==> src/rtl/round_referee.sv <==
// Round controller for the two-player reaction game: arm delay, GO window, judging, scoring.
// Define REACT_TIME_EN to build the winner reaction-time capture on react_cyc.
module round_referee #(
    parameter int unsigned ROUNDS      = 5,
    parameter int unsigned ARM_MIN_CYC = 25_000_000,
    parameter int unsigned ARM_BITS    = 24,
    parameter int unsigned GO_TMO_CYC  = 100_000_000,
    parameter logic [23:0] LFSR_SEED   = 24'hACE1B5
) (
    input  logic        clk,
    input  logic        rst,
    input  logic        game_start,
    input  logic        btn1,
    input  logic        btn2,
    input  logic        wait_done,
    output logic        is_final,
    output logic        go_led,
    output logic [2:0]  round_idx,
    output logic [2:0]  score1,
    output logic [2:0]  score2,
    output logic [1:0]  round_result,
    output logic [1:0]  foul,
    output logic        game_over,
    output logic [31:0] react_cyc
);
    typedef enum logic [2:0] {S_IDLE, S_ARM, S_GO, S_HOLD, S_DONE} state_t;

    localparam logic [1:0]  RES_NONE   = 2'b00;
    localparam logic [1:0]  RES_P1     = 2'b01;
    localparam logic [1:0]  RES_P2     = 2'b10;
    localparam logic [1:0]  RES_DRAW   = 2'b11;
    localparam logic [2:0]  LAST_ROUND = 3'(ROUNDS - 1);
    localparam logic [31:0] ARM_MIN    = 32'(ARM_MIN_CYC);
    localparam logic [31:0] TMO_LAST   = 32'(GO_TMO_CYC - 1);

    state_t      state, state_nxt;
    logic [23:0] lfsr;
    logic [1:0]  sync_a, sync_b, sync_c;
    logic [1:0]  press;
    logic [31:0] arm_cnt, arm_cnt_nxt;
    logic [31:0] go_cnt, go_cnt_nxt;
    logic [31:0] arm_load;
    logic        seen_low, seen_low_nxt;
    logic [2:0]  round_nxt, score1_nxt, score2_nxt;
    logic [1:0]  result_nxt, foul_nxt;
    logic        arm_entry;

    function automatic logic [2:0] sat_inc(input logic [2:0] v);
        return (v == 3'd7) ? v : v + 3'd1;
    endfunction

    always_ff @(posedge clk or posedge rst) begin
        if (rst) begin
            lfsr <= LFSR_SEED;
        end else begin
            lfsr <= {lfsr[22:0], lfsr[23] ^ lfsr[22] ^ lfsr[21] ^ lfsr[16]};
        end
    end

    // bit0 follows btn1, bit1 follows btn2; press is the rising edge after two sync flops
    always_ff @(posedge clk or posedge rst) begin
        if (rst) begin
            sync_a <= 2'b00;
            sync_b <= 2'b00;
            sync_c <= 2'b00;
        end else begin
            sync_a <= {btn2, btn1};
            sync_b <= sync_a;
            sync_c <= sync_b;
        end
    end

    assign press    = sync_b & ~sync_c;
    assign arm_load = ARM_MIN + 32'(lfsr[ARM_BITS-1:0]);

    always_comb begin
        state_nxt    = state;
        arm_cnt_nxt  = arm_cnt;
        go_cnt_nxt   = go_cnt;
        seen_low_nxt = 1'b0;
        round_nxt    = round_idx;
        score1_nxt   = score1;
        score2_nxt   = score2;
        result_nxt   = round_result;
        foul_nxt     = foul;
        arm_entry    = 1'b0;
        case (state)
            S_IDLE, S_DONE: begin
                if (game_start) begin
                    score1_nxt = 3'd0;
                    score2_nxt = 3'd0;
                    round_nxt  = 3'd0;
                    arm_entry  = 1'b1;
                end
            end
            S_ARM: begin
                if (press == 2'b11) begin
                    foul_nxt  = 2'b11;
                    state_nxt = S_HOLD;
                end else if (press[0]) begin
                    foul_nxt   = 2'b01;
                    score2_nxt = sat_inc(score2);
                    state_nxt  = S_HOLD;
                end else if (press[1]) begin
                    foul_nxt   = 2'b10;
                    score1_nxt = sat_inc(score1);
                    state_nxt  = S_HOLD;
                end else if (arm_cnt == 32'd0) begin
                    go_cnt_nxt = 32'd0;
                    state_nxt  = S_GO;
                end else begin
                    arm_cnt_nxt = arm_cnt - 32'd1;
                end
            end
            S_GO: begin
                // a press judged on the timeout cycle still counts
                if (press == 2'b11) begin
                    result_nxt = RES_DRAW;
                    state_nxt  = S_HOLD;
                end else if (press[0]) begin
                    result_nxt = RES_P1;
                    score1_nxt = sat_inc(score1);
                    state_nxt  = S_HOLD;
                end else if (press[1]) begin
                    result_nxt = RES_P2;
                    score2_nxt = sat_inc(score2);
                    state_nxt  = S_HOLD;
                end else if (go_cnt == TMO_LAST) begin
                    result_nxt = RES_DRAW;
                    state_nxt  = S_HOLD;
                end else begin
                    go_cnt_nxt = go_cnt + 32'd1;
                end
            end
            S_HOLD: begin
                // leave only after the delay stage has gone busy and come back idle
                seen_low_nxt = seen_low | ~wait_done;
                if (seen_low && wait_done) begin
                    if (round_idx == LAST_ROUND) begin
                        state_nxt = S_DONE;
                    end else begin
                        round_nxt = round_idx + 3'd1;
                        arm_entry = 1'b1;
                    end
                end
            end
            default: state_nxt = S_IDLE;
        endcase
        if (arm_entry) begin
            state_nxt   = S_ARM;
            arm_cnt_nxt = arm_load;
            result_nxt  = RES_NONE;
            foul_nxt    = 2'b00;
        end
    end

    always_ff @(posedge clk or posedge rst) begin
        if (rst) begin
            state        <= S_IDLE;
            arm_cnt      <= 32'd0;
            go_cnt       <= 32'd0;
            seen_low     <= 1'b0;
            round_idx    <= 3'd0;
            score1       <= 3'd0;
            score2       <= 3'd0;
            round_result <= RES_NONE;
            foul         <= 2'b00;
            is_final     <= 1'b0;
            go_led       <= 1'b0;
            game_over    <= 1'b0;
        end else begin
            state        <= state_nxt;
            arm_cnt      <= arm_cnt_nxt;
            go_cnt       <= go_cnt_nxt;
            seen_low     <= seen_low_nxt;
            round_idx    <= round_nxt;
            score1       <= score1_nxt;
            score2       <= score2_nxt;
            round_result <= result_nxt;
            foul         <= foul_nxt;
            is_final     <= (round_nxt == LAST_ROUND) &&
                            (state_nxt == S_ARM || state_nxt == S_GO || state_nxt == S_HOLD);
            go_led       <= (state_nxt == S_GO);
            game_over    <= (state_nxt == S_DONE);
        end
    end

`ifdef REACT_TIME_EN
    // the GO timeout counter doubles as the reaction counter
    logic judge_win, judge_miss;

    always_comb begin
        judge_win  = 1'b0;
        judge_miss = 1'b0;
        if (state == S_ARM) begin
            judge_miss = |press;
        end else if (state == S_GO) begin
            if (press == 2'b01 || press == 2'b10) begin
                judge_win = 1'b1;
            end else if (press == 2'b11 || go_cnt == TMO_LAST) begin
                judge_miss = 1'b1;
            end
        end
    end

    always_ff @(posedge clk or posedge rst) begin
        if (rst) begin
            react_cyc <= 32'd0;
        end else if (judge_win) begin
            react_cyc <= go_cnt;
        end else if (judge_miss) begin
            react_cyc <= 32'hFFFF_FFFF;
        end
    end
`else
    assign react_cyc = 32'd0;
`endif

endmodule
==> config.mk <==
export PLATFORM = sky130hd
export DESIGN_NAME = round_referee
export DESIGN_NICKNAME = d
export VERILOG_FILES = /design/src/rtl/round_referee.sv
export SDC_FILE = /design/constraint.sdc
export NUM_CORES = 1
export LEC_CHECK = 0
export CORE_UTILIZATION = 45
export DETAILED_ROUTE_END_ITERATION = 10
export GPL_TIMING_DRIVEN = 0
export PLACE_DENSITY = 0.72
export REMOVE_ABC_BUFFERS = 1
export SYNTH_ARGS = -nofsm -noshare
export SYNTH_HDL_FRONTEND = slang
export SYNTH_SLANG_ARGS = --single-unit
==> constraint.sdc <==
create_clock -name clk -period 4.1 [get_ports clk]
set_input_delay 0.82 -clock clk [delete_from_list [all_inputs] [get_ports clk]]
set_output_delay 0.82 -clock clk [all_outputs]
set_load 0.01 [all_outputs]
---- After elaboration in Yosys (flattened, before gate mapping) ----
Index checks and enable logic that the tools add are counted.
storage, ports and cells
  register bits after elaboration ......... 114
  word-level logic and storage cells ...... 141
operators by class
  equality and inequality tests ........... 31
  reductions and logical operators ........ 19
  bitwise logic cells ..................... 7
  add/sub/neg operators ................... 6
  mux-type cells .......................... 62
operators with widths
  cell                                                count
  2-to-1 mux 32 bit                                   14
  2-to-1 mux 3 bit                                    27
  one-hot mux 32 bit (2 select lines)                 1
  adder 32 x 1 -> 32 bit, second input constant       1
  == test 32 x 27 -> 1 bit, second input constant     1
  logical NOT 32 bit                                  1
  subtractor 32 x 1 -> 32 bit, second input constant  1
  != test 2 bit, second input constant                15
  adder 25 x 24 -> 26 bit, first input constant       1
  2-to-1 mux 2 bit                                    11
  == test 3 bit, second input constant                6
  one-hot mux 3 bit (3 select lines)                  2
  AND reduction 7 bit                                 2
  == test 3 x 2 -> 1 bit, second input constant       4
  one-hot mux 3 bit (4 select lines)                  1
  adder 3 x 1 -> 3 bit, second input constant         3
  AND reduction 9 bit                                 1
  == test 3 x 1 -> 1 bit, second input constant       2
  one-hot mux 3 bit (2 select lines)                  1
  nonzero test 2 bit                                  3
  AND reduction 5 bit                                 1
  nonzero test 5 bit                                  1
  2-to-1 mux 1 bit                                    4
  != test 2 x 1 -> 1 bit, second input constant       2
  other kinds (14)                                    19

---- Longest topological paths before layout ----
Gate-level depths: netlist of the first run.
  depth after elaboration ................. 11
  depth in mapped cells ................... 9
  depth with buffers taken out ............ 9

---- Worst setup path before layout of the first run ----
No wires, ideal clock.
  path kind ............................... reg2reg
  start ................................... reg arm_cnt[7]
  end ..................................... reg arm_cnt[25]
  library setup time ...................... 0.126 ns
  required time ........................... 3.974 ns
  arrival time ............................ 2.205 ns
  slack ................................... 1.768 ns
  stages on the path, launching flop included .. 7
  path through ............................ dfrtp_1 > or4_4 > nor4_4 > and4_4 > buf_6 > nor2_1 > a311o_1
on the way
  longest elaborated chain between the ends .. 7
  elaborated cells between the ends (all ways) .. 10
  classes of those cells .................. 1 x add/sub; 1 x eq/ne; 6 x mux; 2 x reduce/logical
RTL lines
  what                         RTL line  source
  start, declared              40        logic [31:0] arm_cnt, arm_cnt_nxt;
  start signal, assigned       173       arm_cnt <= arm_cnt_nxt;
  subtractor 32 x 1 -> 32 bit  112       arm_cnt_nxt = arm_cnt - 32'd1;
  2-to-1 mux 32 bit            108       end else if (arm_cnt == 32'd0) begin
  2-to-1 mux 32 bit            104       end else if (press[1]) begin
  2-to-1 mux 32 bit            100       end else if (press[0]) begin
  2-to-1 mux 32 bit            97        if (press == 2'b11) begin
  2-to-1 mux 32 bit            87        case (state)
  2-to-1 mux 32 bit            149       if (arm_entry) begin
Several ways; a longest one is shown, not always the timed one. The select of a mux whose other input is x is not followed.
A chain may end at the register's enable or synchronous reset.

---- Worst setup path in the final report of the first run ----
  start ................................... reg state[1]
  end ..................................... reg go_cnt[19]
on the way
  longest elaborated chain between the ends .. 3
  elaborated cells between the ends (all ways) .. 13
  classes of those cells .................. 10 x eq/ne; 1 x mux; 2 x reduce/logical
RTL lines
  what                                                                         RTL line  source
  start, declared                                                              36        state_t state, state_nxt;
  start signal, assigned                                                       172       state <= state_nxt;
  == test 3 x 2 -> 1 bit / == test 3 x 1 -> 1 bit (equally long branches)      87
  != test 2 bit (no source line) / nonzero test 2 bit (equally long branches)  --
  AND reduction 9 bit (no source line)                                         --
  end signal, assigned                                                         174       go_cnt <= go_cnt_nxt;
  end, declared                                                                41        logic [31:0] go_cnt, go_cnt_nxt;
Several ways; a longest one is shown, not always the timed one.

==> results by group, run 1 <==
Die
  • Placement Rows: 42
  • Num ports: 54
  • Starting Density: 0.465
  • Die ar.: 14,200 µm²
  • Die height: 119 µm
  • Die W: 119 µm
  • Core area: 13,300 µm²

Global routing
  • Tot GR Track Use: 0.198
  • Initial antenna violation count: 0
  • Largest net degree at the start of global routing: 60
  • First-pass GRT wire length: 22,400 µm
  • Vias in the first global route: 4,691
  • Total gr overflow: 0

Layout
  • Synthesis-to-finish area growth: 14.6%
  • Final Core Density: 0.532
  • Share of cells above drive strength 1: 0.110
  • Nets: 674
  • Most frequent cells in the layout: dfrtp_1, nand2_1, nor2_1
  • Final instance area: 7080 µm²
  • Most common cell after layout, fill and taps aside: dfrtp_1
  • Antenna Cells: 0

Critical path
  • Launch point of the worst path: state[1]
  • CP top delay family: simple AND/OR/NAND/NOR gates
  • Slowest CP cell: nor2_1
  • R2r setup slk: 440 ps
  • R2R Path End: go_cnt[19]
  • WP buf/inv: 0
  • Critical path type: reg2reg
  • WP depth: 6
  • WP data required: 4450 ps
  • Critical Path Max Stage Delay: 780 ps
  • Worst r2r path cells: 6
  • CP startpoint kind: flip-flop
  • Worst r2r src: state[1]
  • Max FO, Critical Path: 13
  • CP endpoint kind: flip-flop
  • Setup crit end: go_cnt[19]
  • Cells along the critical path: nand2b_1, nor2_1, nand3_1, or3_1, or4b_1, nand2_1
  • Data arrival time of the critical path: 4000 ps

Detailed routing
  • WL/cell: 15.4 µm
  • Post-route ant nets: 0
  • Vias/cell: 5.63
  • WL final: 13,000 µm
  • Via Count: 4,759
  • 1st-iter DRT viols: 329
  • Total iterations of the first detailed-routing run: 4
  • DRC: 0

Yosys
  • Ys Warns: 0
  • Compound-cell area share of the yosys netlist: 0.118
  • Mux cell area share after synthesis: 0.0166
  • Async SR Flop Fraction: 1.00
  • Mapped Avg Cell Area: 9.75 µm²
  • Mapped Cells: 634
  • Main combinational cell family by area after synthesis: simple AND/OR/NAND/NOR gates
  • Synth Register Bits: 114
  • Top post-synthesis cells by area: dfrtp_1, dfstp_2, buf_4
  • Synth area leader: dfrtp_1
  • Post-synthesis xor/xnor area fraction: 0.0595
  • Top cell type's share of synthesized area: 0.409
  • Synth Cell Area: 6180 µm²
  • Simple-Gate Fraction of Synth Area: 0.254
  • Synth Flop Type: dfrtp_1
  • Yosys cell types: 75
  • EDFF count, synth: 0
  • Sequential share of the synthesized area: 0.464
  • Post-synthesis adder-cell area fraction: 0.0223

Place
  • Post-DP Area: 6440 µm²
  • RD Place Congestion: 0.851
  • I/O Buffers: 21
  • DP HPWL: 8830 µm

Power and ir drop
  • Sequential share of power: 0.365
  • Pint: 2.80 mW
  • Pwr Density: 575 nW/µm²
  • Maximum vdd ir drop: 504 µV
  • Switching Share: 0.313
  • Leak: 2.98 nW
  • Gate power share: 0.244
  • Switching pwr: 1.27 mW
  • Clock power frac: 0.391

CTS
  • Clock tree from TritonCTS: yes
  • Post-CTS setup buffer count: 0
  • Clock buffer depth: 2
  • Cts repair resizes: 0
  • Clock sink total: 114
  • H-tree depth: 4
  • Post-CTS Hold Fix Bufs: 0
  • Skew-Pair Late Insertion Delay: 410 ps
  • Clock-pin slew on the worst setup and hold paths: 60 ps
  • CTS buffer count: 17
  • CTS Root Cell: clkbuf_16

Min path
  • Worst Hold Launch: sync_a[1]
  • Hold Crit Class: reg2reg

STA
  • Final Setup Violations: 0
  • Min cycle time layout: 3660 ps
  • Final Cycle Share: 0.892
  • Worst-Margin Slew: 1130 ps
  • Clock Skew: 11.9 ps
  • Final hold vios: 0
  • FMAX: 0.273 GHz
  • Headroom to the max-slew limit: 0.242
  • Slew Viols, Final: 0
  • Unrepaired setup endpoints after global routing: false

Outcome
  • Status: completed

Run
  • Maximum capacitance violations: 0
-- area by class of cell --
type / count / area (µm²)
clock buffers: 23 / 488
clock inverters: 9 / 151
well taps: 176 / 220
multi-input cells: 483 / 3030
inverters: 18 / 72.6
fillers: 1180 / 6220
flip-flops and latches: 114 / 2870
repair buffers: 23 / 249
-- sequential cells by signal, summed over array words and instances, names as in the netlist, 2 cells and up --
register / flops
sync_b: 2
round_result: 2
score2: 3
state: 3
foul: 2
round_idx: 3
sync_a: 2
score1: 3
lfsr: 24
sync_c: 2
arm_cnt: 32
go_cnt: 32
-- power groups by stage --
| stage | Clock (mW) | Sequential, mW | Combinational, mW |
|---|---|---|---|
| floorplan | 0 | 1.49 | 0.659 |
| global placement | 0 | 1.48 | 0.944 |
| detailed placement | 0 | 1.50 | 0.984 |
| CTS | 1.61 | 1.48 | 0.998 |
| global route | 1.65 | 1.51 | 1.10 |
| finish | 1.59 | 1.49 | 0.993 |
-- synthesized netlist by cell type, types with 7 or more instances --
| cell type | n |
|---|---|
| o21ai_0 | 21 |
| ha_1 | 11 |
| nor4_1 | 17 |
| or4_1 | 10 |
| dfrtp_1 | 101 |
| inv_1 | 17 |
| buf_4 | 35 |
| xnor2_1 | 27 |
| nor2_1 | 52 |
| nor3_1 | 19 |
| and3_1 | 9 |
| xor2_1 | 15 |
| o21ai_1 | 15 |
| mux2i_1 | 8 |
| clkbuf_1 | 8 |
| or3_1 | 9 |
| and2_1 | 7 |
| nand4_1 | 11 |
| a21oi_1 | 22 |
| dfstp_2 | 13 |
| nand3_1 | 29 |
| nand2_1 | 67 |
-- through the flow --
| stage | std cells | setup WS (ps) | hold slack, ps | total power [mW] | setup TNS, ps |
|---|---|---|---|---|---|
| floorplan | 615 | 286 | 331 | 2.14 | 0 |
| global placement | 812 | -1320 | 334 | 2.43 | -135700 |
| detailed placement | 814 | 589 | 336 | 2.48 | 0 |
| CTS | 846 | 473 | 349 | 4.09 | 0 |
| global route | 846 | 216 | 359 | 4.27 | 0 |
| finish | 846 | 444 | 350 | 4.07 | 0 |
-- cells by family (layout without fill, tap and decap cells) --
logic type / Yosys count / after routing
other: 1 / 32
AOI/OAI and AO/OA: 110 / 110
muxes: 10 / 10
adders and majority gates: 11 / 11
DFF: 114 / 114
buffers and inverters: 68 / 73
and+or+nand+nor: 278 / 278
xor gates and xnor gates: 42 / 42
-- worst min-delay path by stage --
stage | to | slack [ps] | depth (start not counted)
3_5_place_dp | sync_b[1] | 340 | 0
3_3_place_gp | sync_b[0] | 330 | 0
5_1_grt | sync_b[1] | 360 | 0
4_1_cts | sync_b[1] | 350 | 0
2_1_floorplan | sync_b[0] | 330 | 0
6_report | sync_b[1] | 350 | 0
-- metal layers --
layer	wire length, µm	track usage	up-vias	part of all wire
li1	-	-	2290	-
met1	5790	0.248	2357	0.44
met2	6520	0.328	93	0.50
met3	492	0.0445	19	0.038
met4	215	0.0878	0	0.017
met5	0	0	-	0
Note: power is estimated with default switching activity, not from simulation.
==> inputs of run 2 (changes only) <==
- clock period: 4.1 -> 4.5 ns (I/O delays scaled with it)
==> results of run 2 <==
The final DEF is identical to that of run 1. Status: completed.
Among the figures that moved: setup slack after placement 589 ps -> 989 ps; setup slack after layout 444 ps -> 844 ps; register-to-register setup slack 440 ps -> 840 ps; total power 4.07 mW -> 3.71 mW; worst IR drop on VDD 504 µV -> 459 µV
==> inputs of run 3 (changes only) <==
- clock period: 4.5 -> 3.8 ns (I/O delays scaled with it)
==> run 3 against run 2 <==
Compared with the run above: utilization about the same; combinational power is 18% higher; setup slack worse by 320 ps; largest power group unchanged; highest routed layer unchanged.
==> results by group, run 3 (synthesis gave the netlist of run 1 again) <==
Min path
  • Hold Crit Class: reg2reg
  • Worst Hold Launch: sync_a[1]

CTS
  • CTS Root Cell: clkbuf_16
  • Clock sink total: 114
  • Clock buffer depth: 2
  • Clock tree from TritonCTS: yes
  • CTS buffer count: 17
  • H-tree depth: 4
  • Clock-pin slew on the worst setup and hold paths: 60 ps
  • Skew-Pair Late Insertion Delay: 410 ps
  • Post-CTS setup buffer count: 0

Critical path
  • WP data required: 4150 ps
  • Max FO, Critical Path: 13
  • Critical path type: reg2reg
  • CP startpoint kind: flip-flop
  • CP endpoint kind: flip-flop
  • Launch point of the worst path: state[1]
  • Worst r2r src: state[1]
  • R2r setup slk: 530 ps
  • Data arrival time of the critical path: 3620 ps

STA
  • Unrepaired setup endpoints after global routing: false
  • Headroom to the max-slew limit: 0.239
  • Slew Viols, Final: 0
  • Clock Skew: 11.8 ps
  • Min cycle time layout: 3270 ps
  • Setup ws final: 526 ps
  • Final hold vios: 0
  • Final Cycle Share: 0.862
  • FMAX: 0.305 GHz
  • Final Setup Violations: 0
  • Worst-Margin Slew: 1130 ps

Global routing
  • Tot GR Track Use: 0.198
  • Largest net degree at the start of global routing: 60
  • Total gr overflow: 0
  • Initial antenna violation count: 0
  • Vias in the first global route: 4,691
  • First-pass GRT wire length: 22,400 µm

Detailed routing
  • WL/cell: 15.4 µm
  • WL final: 13,000 µm
  • Post-route ant nets: 0
  • DRC: 0
  • Vias/cell: 5.63
  • Total iterations of the first detailed-routing run: 5
  • Via Count: 4,761
  • 1st-iter DRT viols: 329

Layout
  • Reg area: 2870 µm²
  • Layout fillers: 1,180
  • Nets: 674
  • Biggest regs: arm_cnt x32, go_cnt x32, lfsr x24
  • Synthesis-to-finish area growth: 14.6%
  • Most common cell after layout, fill and taps aside: dfrtp_1
  • Share of cells above drive strength 1: 0.112
  • Most frequent cells in the layout: dfrtp_1, nand2_1, nor2_1
  • Multi-input logic area: 3030 µm²
  • Final instance area: 7080 µm²
  • Antenna Cells: 0

Place
  • RD Place Congestion: 0.851
  • Post-DP Area: 6440 µm²
  • DP HPWL: 8830 µm
  • Pre-CTS setup slack: 289 ps
  • I/O Buffers: 21

Die
  • Placement Rows: 42
  • Core area: 13,300 µm²
  • Starting Density: 0.465
  • Die height: 119 µm
  • Num ports: 54
  • Die ar.: 14,200 µm²
  • Die W: 119 µm

Run
  • Maximum capacitance violations: 0

Power and ir drop
  • Pwr Density: 620 nW/µm²
  • Maximum vdd ir drop: 544 µV
  • Leak: 2.98 nW

Outcome
  • Status: completed
## run 3: cell count changes in the layout (fill, tap and decap cells not counted)
cell	change
nor2_1	-1
nor2_2	+1
## run 3: worst max-delay path, stage by stage (launching register included)
cell	delay, ps
dfrtp_1	570
nand2b_1	190
nor2_2	510
nand3_1	610
or3_1	700
or4b_1	540
nand2_1	80
## run 3: final cells by class
class | count | area share
clock buffer | 23 | 0.0689
clock inverter | 9 | 0.0214
inverter | 18 | 0.0102
multi-input combinational | 483 | 0.428
sequential | 114 | 0.405
tap | 176 | 0.0311
timing repair buffer | 23 | 0.0352
## run 3: repair_timing
item,in CTS,in global routing
hold buffers,0,0
setup endpoints to repair,0,4
resized for setup,0,1
## run 3: path summary, 6_finish.rpt
check,cells past startpoint,end
setup / recovery,6,go_cnt[19]
min in group asynchronous,2,go_cnt[21]
setup reg to reg,6,go_cnt[19]
hold reg to reg,0,sync_b[1]
max in group asynchronous,3,lfsr[13]
hold / removal,0,sync_b[1]
## run 3: report_power, final
part / total [mW] / switching (mW) / internal [mW]
logic: 1.07 / 0.627 / 0.445
clock network: 1.72 / 0.551 / 1.17
registers: 1.60 / 0.195 / 1.41
total: 4.39 / 1.37 / 3.02
## run 3: metal layers
layer,vias to the layer above,share of wire,global-route usage
met5,-,0,0
li1,2291,-,-
met3,19,0.035,0.0445
met2,92,0.50,0.328
met4,0,0.017,0.0878
met1,2359,0.45,0.248
## run 3: through the flow
stage	hold WS, ps	setup TNS (ps)	total power, mW	std cells	util
6_report	350	0	4.39	846	0.533
5_1_grt	359	0	4.61	846	0.533
4_1_cts	349	0	4.41	846	0.532
3_5_place_dp	336	0	2.68	814	0.484
3_3_place_gp	334	-164680	2.62	812	0.481
2_1_floorplan	331	0	2.31	615	-
